==> src/rtl/wb_arb_pkg.sv <==
// Shared constants for the two-master Wishbone arbiter: state encoding,
// priority modes and the idle grant value.
package wb_arb_pkg;

    localparam logic [2:0] IDLE   = 3'd0;
    localparam logic [2:0] OWN0   = 3'd1;
    localparam logic [2:0] OWN1   = 3'd2;
    localparam logic [2:0] ABORT0 = 3'd3;
    localparam logic [2:0] ABORT1 = 3'd4;

    localparam int unsigned PRIORITY_RR    = 0;
    localparam int unsigned PRIORITY_FIXED = 1;

    localparam logic [1:0] GRANT_NONE = 2'b00;

endpackage

==> src/rtl/wb_arb_watchdog.sv <==
// Stalled-strobe watchdog: counts owner cycles with stb high and no ack and
// pulses expire on the last allowed cycle. TIMEOUT_CYCLES=0 disables it.
module wb_arb_watchdog #(
    parameter int unsigned TIMEOUT_CYCLES = 1024,
    parameter int unsigned TIMEOUT_WIDTH  = 16
) (
    input  logic clk,
    input  logic rst,
    input  logic active,
    input  logic stb,
    input  logic ack,
    output logic expire
);

    localparam bit                       ENABLED    = (TIMEOUT_CYCLES != 0);
    localparam logic [TIMEOUT_WIDTH-1:0] LAST_COUNT = TIMEOUT_WIDTH'(TIMEOUT_CYCLES - 1);

    logic [TIMEOUT_WIDTH-1:0] count_q;
    logic                     stalled;

    assign stalled = ENABLED && active && stb && !ack;
    assign expire  = stalled && (count_q == LAST_COUNT);

    // Leaving the owner state drops active, which also clears the count.
    always_ff @(posedge clk or negedge rst) begin
        if (!rst) begin
            count_q <= '0;
        end else if (stalled && !expire) begin
            count_q <= count_q + TIMEOUT_WIDTH'(1);
        end else begin
            count_q <= '0;
        end
    end

endmodule

==> src/rtl/wishbone_master_arbiter.sv <==
// Two-master to one-port Wishbone arbiter. Grant is held for a whole cyc,
// round-robin or fixed priority, with a watchdog that aborts unacked strobes.
module wishbone_master_arbiter
    import wb_arb_pkg::*;
#(
    parameter int unsigned PRIORITY_MODE  = 0,
    parameter int unsigned TIMEOUT_CYCLES = 1024,
    parameter int unsigned TIMEOUT_WIDTH  = 16
) (
    input  logic        clk,
    input  logic        rst,
    input  logic        i_m0_we,
    input  logic        i_m0_cyc,
    input  logic        i_m0_stb,
    input  logic [3:0]  i_m0_sel,
    input  logic [31:0] i_m0_adr,
    input  logic [31:0] i_m0_dat,
    output logic [31:0] o_m0_dat,
    output logic        o_m0_ack,
    output logic        o_m0_int,
    input  logic        i_m1_we,
    input  logic        i_m1_cyc,
    input  logic        i_m1_stb,
    input  logic [3:0]  i_m1_sel,
    input  logic [31:0] i_m1_adr,
    input  logic [31:0] i_m1_dat,
    output logic [31:0] o_m1_dat,
    output logic        o_m1_ack,
    output logic        o_m1_int,
    output logic        o_s_we,
    output logic        o_s_cyc,
    output logic        o_s_stb,
    output logic [3:0]  o_s_sel,
    output logic [31:0] o_s_adr,
    output logic [31:0] o_s_dat,
    input  logic [31:0] i_s_dat,
    input  logic        i_s_ack,
    input  logic        i_s_int,
    output logic [1:0]  o_grant,
    output logic        o_timeout,
    input  logic        i_timeout_clr
);

    localparam bit FIXED = (PRIORITY_MODE == PRIORITY_FIXED);

    logic [2:0]  state_q, state_d;
    logic        last_m1_q, last_m1_d;
    logic        timeout_q;
    logic        owner_m1, owning, in_own, in_abort;
    logic        cur_cyc, cur_stb;
    logic        expire;
    logic        resp_ack;
    logic [31:0] resp_dat;

    assign owner_m1 = (state_q == OWN1) || (state_q == ABORT1);
    assign in_own   = (state_q == OWN0) || (state_q == OWN1);
    assign in_abort = (state_q == ABORT0) || (state_q == ABORT1);
    assign owning   = in_own || in_abort;
    assign cur_cyc  = owner_m1 ? i_m1_cyc : i_m0_cyc;
    assign cur_stb  = owner_m1 ? i_m1_stb : i_m0_stb;

    wb_arb_watchdog #(
        .TIMEOUT_CYCLES(TIMEOUT_CYCLES),
        .TIMEOUT_WIDTH (TIMEOUT_WIDTH)
    ) u_watchdog (
        .clk   (clk),
        .rst   (rst),
        .active(in_own && cur_cyc),
        .stb   (cur_stb),
        .ack   (i_s_ack),
        .expire(expire)
    );

    // last_m1 tracks which master was served last; reset value makes m0 win the first tie.
    always_comb begin
        state_d   = state_q;
        last_m1_d = last_m1_q;
        case (state_q)
            IDLE: begin
                if (i_m0_cyc && i_m1_cyc) begin
                    state_d = (FIXED || last_m1_q) ? OWN0 : OWN1;
                end else if (i_m0_cyc) begin
                    state_d = OWN0;
                end else if (i_m1_cyc) begin
                    state_d = OWN1;
                end
            end
            OWN0: begin
                if (!i_m0_cyc) begin
                    state_d   = IDLE;
                    last_m1_d = 1'b0;
                end else if (expire) begin
                    state_d = ABORT0;
                end
            end
            OWN1: begin
                if (!i_m1_cyc) begin
                    state_d   = IDLE;
                    last_m1_d = 1'b1;
                end else if (expire) begin
                    state_d = ABORT1;
                end
            end
            ABORT0:  state_d = OWN0;
            ABORT1:  state_d = OWN1;
            default: state_d = IDLE;
        endcase
    end

    always_ff @(posedge clk or negedge rst) begin
        if (!rst) begin
            state_q   <= IDLE;
            last_m1_q <= 1'b1;
            timeout_q <= 1'b0;
        end else begin
            state_q   <= state_d;
            last_m1_q <= last_m1_d;
            if (expire) begin
                timeout_q <= 1'b1;
            end else if (i_timeout_clr) begin
                timeout_q <= 1'b0;
            end
        end
    end

    assign resp_ack = in_abort ? 1'b1 : i_s_ack;
    assign resp_dat = in_abort ? 32'h0000_0000 : i_s_dat;

    always_comb begin
        o_s_we   = 1'b0;
        o_s_cyc  = 1'b0;
        o_s_stb  = 1'b0;
        o_s_sel  = 4'h0;
        o_s_adr  = 32'h0;
        o_s_dat  = 32'h0;
        o_m0_ack = 1'b0;
        o_m0_dat = 32'h0;
        o_m1_ack = 1'b0;
        o_m1_dat = 32'h0;
        if (owning) begin
            o_s_we  = owner_m1 ? i_m1_we  : i_m0_we;
            o_s_sel = owner_m1 ? i_m1_sel : i_m0_sel;
            o_s_adr = owner_m1 ? i_m1_adr : i_m0_adr;
            o_s_dat = owner_m1 ? i_m1_dat : i_m0_dat;
            o_s_cyc = in_own && cur_cyc;
            o_s_stb = in_own && cur_stb;
            if (owner_m1) begin
                o_m1_ack = resp_ack;
                o_m1_dat = resp_dat;
            end else begin
                o_m0_ack = resp_ack;
                o_m0_dat = resp_dat;
            end
        end
    end

    assign o_grant   = owning ? {owner_m1, !owner_m1} : GRANT_NONE;
    assign o_timeout = timeout_q;
    assign o_m0_int  = i_s_int;
    assign o_m1_int  = i_s_int;

endmodule

==> config.mk <==
export PLATFORM = sky130hd
export DESIGN_NAME = wishbone_master_arbiter
export DESIGN_NICKNAME = d
export VERILOG_FILES = /design/src/rtl/wb_arb_pkg.sv /design/src/rtl/wb_arb_watchdog.sv /design/src/rtl/wishbone_master_arbiter.sv
export SDC_FILE = /design/constraint.sdc
export NUM_CORES = 1
export LEC_CHECK = 0
export ABC_CLOCK_PERIOD_IN_PS = 3300
export BUFFER_PORTS_ARGS = -buffer_cell sky130_fd_sc_hd__clkbuf_2
export CAP_MARGIN = 20
export CORE_AREA = 2 2 125 127
export CTS_CLUSTER_SIZE = 28
export DETAILED_ROUTE_END_ITERATION = 8
export DIE_AREA = 0 0 127 129
export PLACE_DENSITY = 0.45
export SLEW_MARGIN = 15
export SYNTH_ARGS = -nofsm -noshare
export SYNTH_HDL_FRONTEND = slang
export SYNTH_HIERARCHICAL = 1
export SYNTH_SLANG_ARGS = --single-unit
==> constraint.sdc <==
create_clock -name clk -period 3.3 [get_ports clk]
set_clock_uncertainty 0.15 [all_clocks]
set_input_delay 0.66 -clock clk [delete_from_list [all_inputs] [get_ports clk]]
set_output_delay 0.66 -clock clk [all_outputs]
set_load 0.005 [all_outputs]
==> metrics, run 1 <==
status complete, no violations; Pleak ~2.4 nW; gpl congestion 0.8404; TritonCTS sink count 21; Rows 45; Setup Buffers After CTS 0; DP Worst Slack 624.8 ps; Setup crit end kind output pin; crit path launch type register; Fmax achieved 0.3411 GHz; crit-path cells nand2b_1 -> a21oi_4 -> buf_12 -> a22o_1 -> clkbuf_2; Hold WC Path Type input port to asynchronous set/reset pin; Post-Synth Simple-Gate Area 33.85%; PortBufs 317; Post-synth EDFFs 0; Final #Nets 761; CP Max Fanout 45; Final Total Pwr 2.407 mW; Critical Path RT 2490 ps; Antenna Cells 0; fin crit share 88.83%; initial antenna violation count 1; Slew @ Worst Pin 821.7 ps; Crit Path Class register to output pin; Synth cell types 38; worst vdd ir 214.6 µV; DRC Markers 0; ranking of synthesized cells by area a22o_1, dfrtp_1, and2_1; Mapped Cells about 280; final wirelength 11930 µm; Vias ~3300; commonest non-fill, non-tap cell in the layout clkbuf_2; HPWL Detailed 10180 µm; post-layout min period just under 3000 ps; Setup WS post-layout 368.5 ps; Post-DP Area 0.004043 mm²; drt via density ~4.3; TritonRoute pass-1 iters 4; core area approximately 0.015 mm²; antenna-violating nets left 0; Root Driver clkbuf_16; initial drt markers between 100 and 150; Die ar. about 0.016 mm²; Post-Synth Adder-Cell Area 0.5391%; Slew Viols, Final 0; sequential-to-total area share from yosys stat between 20% and 30%; Synth Area in Compound Gates 29.97%; syn avg cell area 8.230 µm²; layout cells sized above 1 57.24%; largest net degree at the start of global routing 46; mux cell area share after synthesis less than 1%; setup TNS 0 ps; Design Area, Final 0.004121 mm²; worst skew pair latency 250 ps; Fillers 1659; # H-tree levels 1; initial core utilization 15.50%; Synth Warn # 6; number of global-route vias before repair 2964; CTS Hold Bufs 0; mapped cell area 0.002321 mm²; Pwr Density 584.0 mW/mm²; ys flop type dfrtp_1; GRT Total Usage 12.70%; flop and latch count out of synthesis 21; maximum buffer depth of the clock tree 2; die width 127 µm; RSZ-0062 raised after global routing false; IO Pins 321; syn_nets 462; Area Growth Syn to Fin 77.57%; WL per Instance 15.53 µm; number of max-cap violations 0; most frequent cells in the layout clkbuf_2, a22o_1, and2_1, nor2_1, dfrtp_1; GRT Residual Overflow 0; Rel. slew slack 45.22%; Multi-input gate area 0.001628 mm²; post-cts sizing count 0; largest family of logic cells by synthesized area simple AND/OR/NAND/NOR gates; register area 526.8 µm²; slowest cell delay on critical path 500 ps; CTS buffer count 3; clk slew on worst S/H paths 60 ps; area leader, netlist a22o_1; final setup vio count 0; die height 129 µm; CTS tree yes; FFs w/ async S/R, synth 100.0%; top-area cell type share of the netlist area 26.04%; slowest CP cell dfrtp_1; post-synthesis xor/xnor area fraction 5.283%; WP data arrival 2120 ps; final hold vios 0; first-pass GRT wire length 16480 µm
## layout make-up
type / count / area share (%)
well taps: 188 / 5.707
clock buffers: 4 / 1.913
inverters: 5 / 0.4554
multi-input cells: 230 / 39.50
flip-flops and latches: 21 / 12.78
repair buffers: 320 / 39.65
## power breakdown
part / switching [mW] / leakage (nW) / internal [mW]
combinational: 0.940 / 2.06 / 0.896
clock: 0.0851 / 0.0382 / 0.164
sequential: 0.0396 / 0.286 / 0.282
## final timing paths
kind                            depth (start not counted)                     to  startpoint  slack [ps]
max in group asynchronous                               1              last_m1_q         rst        2390
worst min register to register                          2              last_m1_q   last_m1_q         340
worst min-delay path                                    1  u_watchdog/count_q[2]         rst         230
min in group clk                                        2              last_m1_q   last_m1_q         340
worst max-delay path                                    5             o_s_dat[1]  state_q[2]         370
worst max register to register                          8             state_q[1]  state_q[2]         750
## worst max-delay path: cells and delay by family, from the launching register on
kind	cells	cell delay, ps
compound gates	2	680
buf+inv	2	420
flops	1	500
simple gates	1	240
## cell families after synthesis
group	count (synthesis)
AO/OA/AOI/OAI	80
XOR/XNOR	14
adder cells (fa/ha/maj)	1
buffers and inverters	31
flip-flops	21
multiplexers	1
AND/OR/NAND/NOR	134
## registers in the layout, summed over array words and instances, names as in the netlist
signal	count
o_timeout	1
last_m1_q	1
state_q	3
u_watchdog/count_q	16
## synth_stat cells (2+ instances only)
master     n
buf_4      8
nor2_1    27
xor2_1     3
nand4_1    2
nand3b_1   2
xnor2_1   11
inv_1      4
nor3_1     5
buf_6      2
and2_1    64
nand2_1    4
nor4_1     6
buf_2      4
nand2b_1   3
nand3_1    8
dfrtp_1   20
and3_1     3
o21ai_0    3
a22o_1    69
a22oi_1    2
clkbuf_1  12
and2b_1    4
## metal layers
metal / up-vias / GRT usage, % / routed length (µm)
li1: 1613 / - / -
met1: 1591 / 16.49 / 4950
met2: 121 / 21.88 / 5989
met3: 8 / 2.786 / 845
met4: 0 / 2.392 / 143
met5: - / 0 / 0
## stage by stage
step | hold slack, ps | util (%) | std cells
6_report | 234.2 | 27.52 | 768
5_1_grt | 272.1 | 27.52 | 768
4_1_cts | 252.3 | 27.52 | 768
3_5_place_dp | 335.6 | 26.99 | 764
3_3_place_gp | 326.1 | 26.99 | 764
2_1_floorplan | 214.4 | - | 282
Note: power is estimated with default switching activity, not from simulation.
==> run 2: changes to the inputs <==
Settings changed: ABC_CLOCK_PERIOD_IN_PS 3300 to 2700, CELL_PAD_IN_SITES_DETAIL_PLACEMENT from default to 1, CELL_PAD_IN_SITES_GLOBAL_PLACEMENT from default to 1, CORE_AREA 2 2 125 127 to 2 2 124 126, DIE_AREA 0 0 127 129 to 0 0 126 128, PLACE_DENSITY 0.45 to 0.69.
Clock period 3.3 ns to 2.7 ns, I/O delays scaled along.
==> run 2 against run 1 <==
Compared with the run above: total power rose by 29%; final area rose by 1.7%; combinational power rose by 30%; cell count rose by 0.65%; first-iteration DRC count rose by 22%; sequential share of layout area fell by 0.18 points; worst setup slack got worse by 220 ps; largest power group unchanged; global-route usage rose by 1.8 points.
==> metrics, run 2 (synthesis results as in run 1) <==
CP Max Fanout 35 (-22%); max FFs per register 16 (unchanged); GRT Residual Overflow 0 (unchanged); largest net degree at the start of global routing 71 (+54%); first-pass GRT wire length 18780 µm (+14%); Pwr Density 740.5 mW/mm² (+27%); Rel. slew slack 64.86% (+20 points); Rows 45 (unchanged); Largest Register u_watchdog/count_q; post-layout min period 2555 ps; slowest cell delay on critical path 490 ps (about the same); Critical Path RT 2010 ps (-480 ps); CP delay by family, top compound AO/OA/AOI/OAI gates; TritonCTS sink count 21 (unchanged); Area Growth Syn to Fin 80.59%; Flop pwr share 12.8% (-0.6 points); largest registers u_watchdog/count_q: 16 flops, state_q: 3 flops; TritonRoute pass-1 iters 5 (+1); Antenna Cells 0 (unchanged); IO Pins 321 (unchanged); CTS tree yes; Root Driver clkbuf_16; Crit Path Class register to output pin; DRC Markers 0 (unchanged); number of global-route vias before repair 3220 (+8.6%); HPWL Detailed 11320 µm (+11%); final setup vio count 0 (unchanged); CTS buffer count 3 (unchanged); Hold WC Path Type input port to asynchronous set/reset pin; Slew Viols, Final 0 (unchanged); worst vdd ir 218.8 µV (+2.0%); die height 128 µm (-0.78%); fin crit share 94.64%; Comb power frac 77.3% (+1.0 points); # H-tree levels 1 (unchanged); Setup crit start state_q[2]; commonest non-fill, non-tap cell in the layout clkbuf_2; Fillers 1924 (+16%); WP data arrival 1870 ps (-250 ps); Pleak 2.422 nW (+1.5%); final hold vios 0 (unchanged); worst skew pair latency 250 ps (about the same); Slew @ Worst Pin 527.1 ps (-294.6 ps); Die ar. 0.01613 mm² (-1.6%); Fmax achieved just under 0.4 GHz; final wirelength 13390 µm (+12%); crit-path cells nand2b_1 -> a21oi_4 -> buf_12 -> a22o_1 -> clkbuf_2; PortBufs 317 (unchanged); initial antenna violation count 0 (-1); number of max-cap violations 0 (unchanged); die width 126 µm (-0.79%); crit path launch type register; maximum buffer depth of the clock tree 2 (unchanged); initial core utilization 15.61% (+0.12 points); Vias 3329 (-0.12%); WL per Instance 17.33 µm (+12%); layout cells sized above 1 57.95% (+0.71 points); status complete, no violations; antenna-violating nets left 0 (unchanged); core area 0.01486 mm² (-0.75%); Buf+Inv Stages, Crit Path 2 (unchanged); reg2reg start state_q[2]; total net switching power 1.382 mW (+30%); Setup crit end kind output pin; Final Total Pwr 3.104 mW (+29%); Clock Power Share 9.9% (-0.5 points); drt via density 4.307 (-0.77%); GRT Total Usage 14.54% (+1.8 points); setup TNS 0 ps (unchanged); clk slew on worst S/H paths 60 ps (about the same); most frequent cells in the layout clkbuf_2, a22o_1, and2_1, nor2_1, dfrtp_1; switch share 44.52% (+0.28 points); internal power 1.722 mW (+28%); gpl congestion 0.7918 (-5.8%); RSZ-0062 raised after global routing false; Final #Nets 766 (+0.66%); initial drt markers 154 (+22%); slowest CP cell dfrtp_2
[run 2: final cells by class]
type                       count  area [µm²]  area share [%]
inverter                       5       18.77          0.4478
clock buffer                   3       75.07           1.791
multi-input combinational    230        1628           38.84
sequential                    21       528.0           12.60
timing repair buffer         325        1702           40.60
clock inverter                 1       5.005          0.1194
tap                          188       235.2           5.612
[run 2: worst paths after layout]
| kind | end | slack [ps] | cells after the start |
|---|---|---|---|
| max | o_s_dat[26] | 140 | 5 |
| min | u_watchdog/count_q[3] | 110 | 1 |
| max reg2reg | state_q[1] | 410 | 8 |
| min reg2reg | last_m1_q | 350 | 2 |
| max in group asynchronous | state_q[2] | 1910 | 1 |
| min in group clk | o_timeout | 330 | 2 |
[run 2: power by group through the flow]
stage          combinational (mW)  sequential, mW  clock, mW
2_1_floorplan                1.23           0.360          0
3_3_place_gp                 2.36           0.401          0
3_5_place_dp                 2.37           0.402          0
4_1_cts                      2.38           0.396      0.321
5_1_grt                      2.60           0.405      0.336
6_report                     2.40           0.396      0.307
[run 2: layer usage]
layer	vias up	global-route usage (%)	part of all wire, %	routed length (µm)
li1	1618	-	-	-
met1	1578	18.58	41	5517
met2	118	25.43	51	6871
met3	15	2.504	5.3	715
met4	0	3.685	2.2	291
met5	-	0	0	0
[run 2: metrics by stage]
stage               hold WS, ps  worst slack (ps)  utilization [%]  area, µm²  cells
CTS                       129.2             50.94            28.02       4165    772
global route              139.3             38.40            28.20       4192    773
global placement          337.4             350.1            27.48       4085    768
detailed placement        353.3             328.2            27.48       4085    768
finish                    105.2             144.8            28.20       4192    773
floorplan                 94.41             755.7                -       2321    282
[run 2: what timing repair did]
item / in CTS / in global routing
endpoints found under the setup margin: 0 / 4
resized for setup: 0 / 1
hold buffers: 0 / 0
setup buffers: 0 / 0
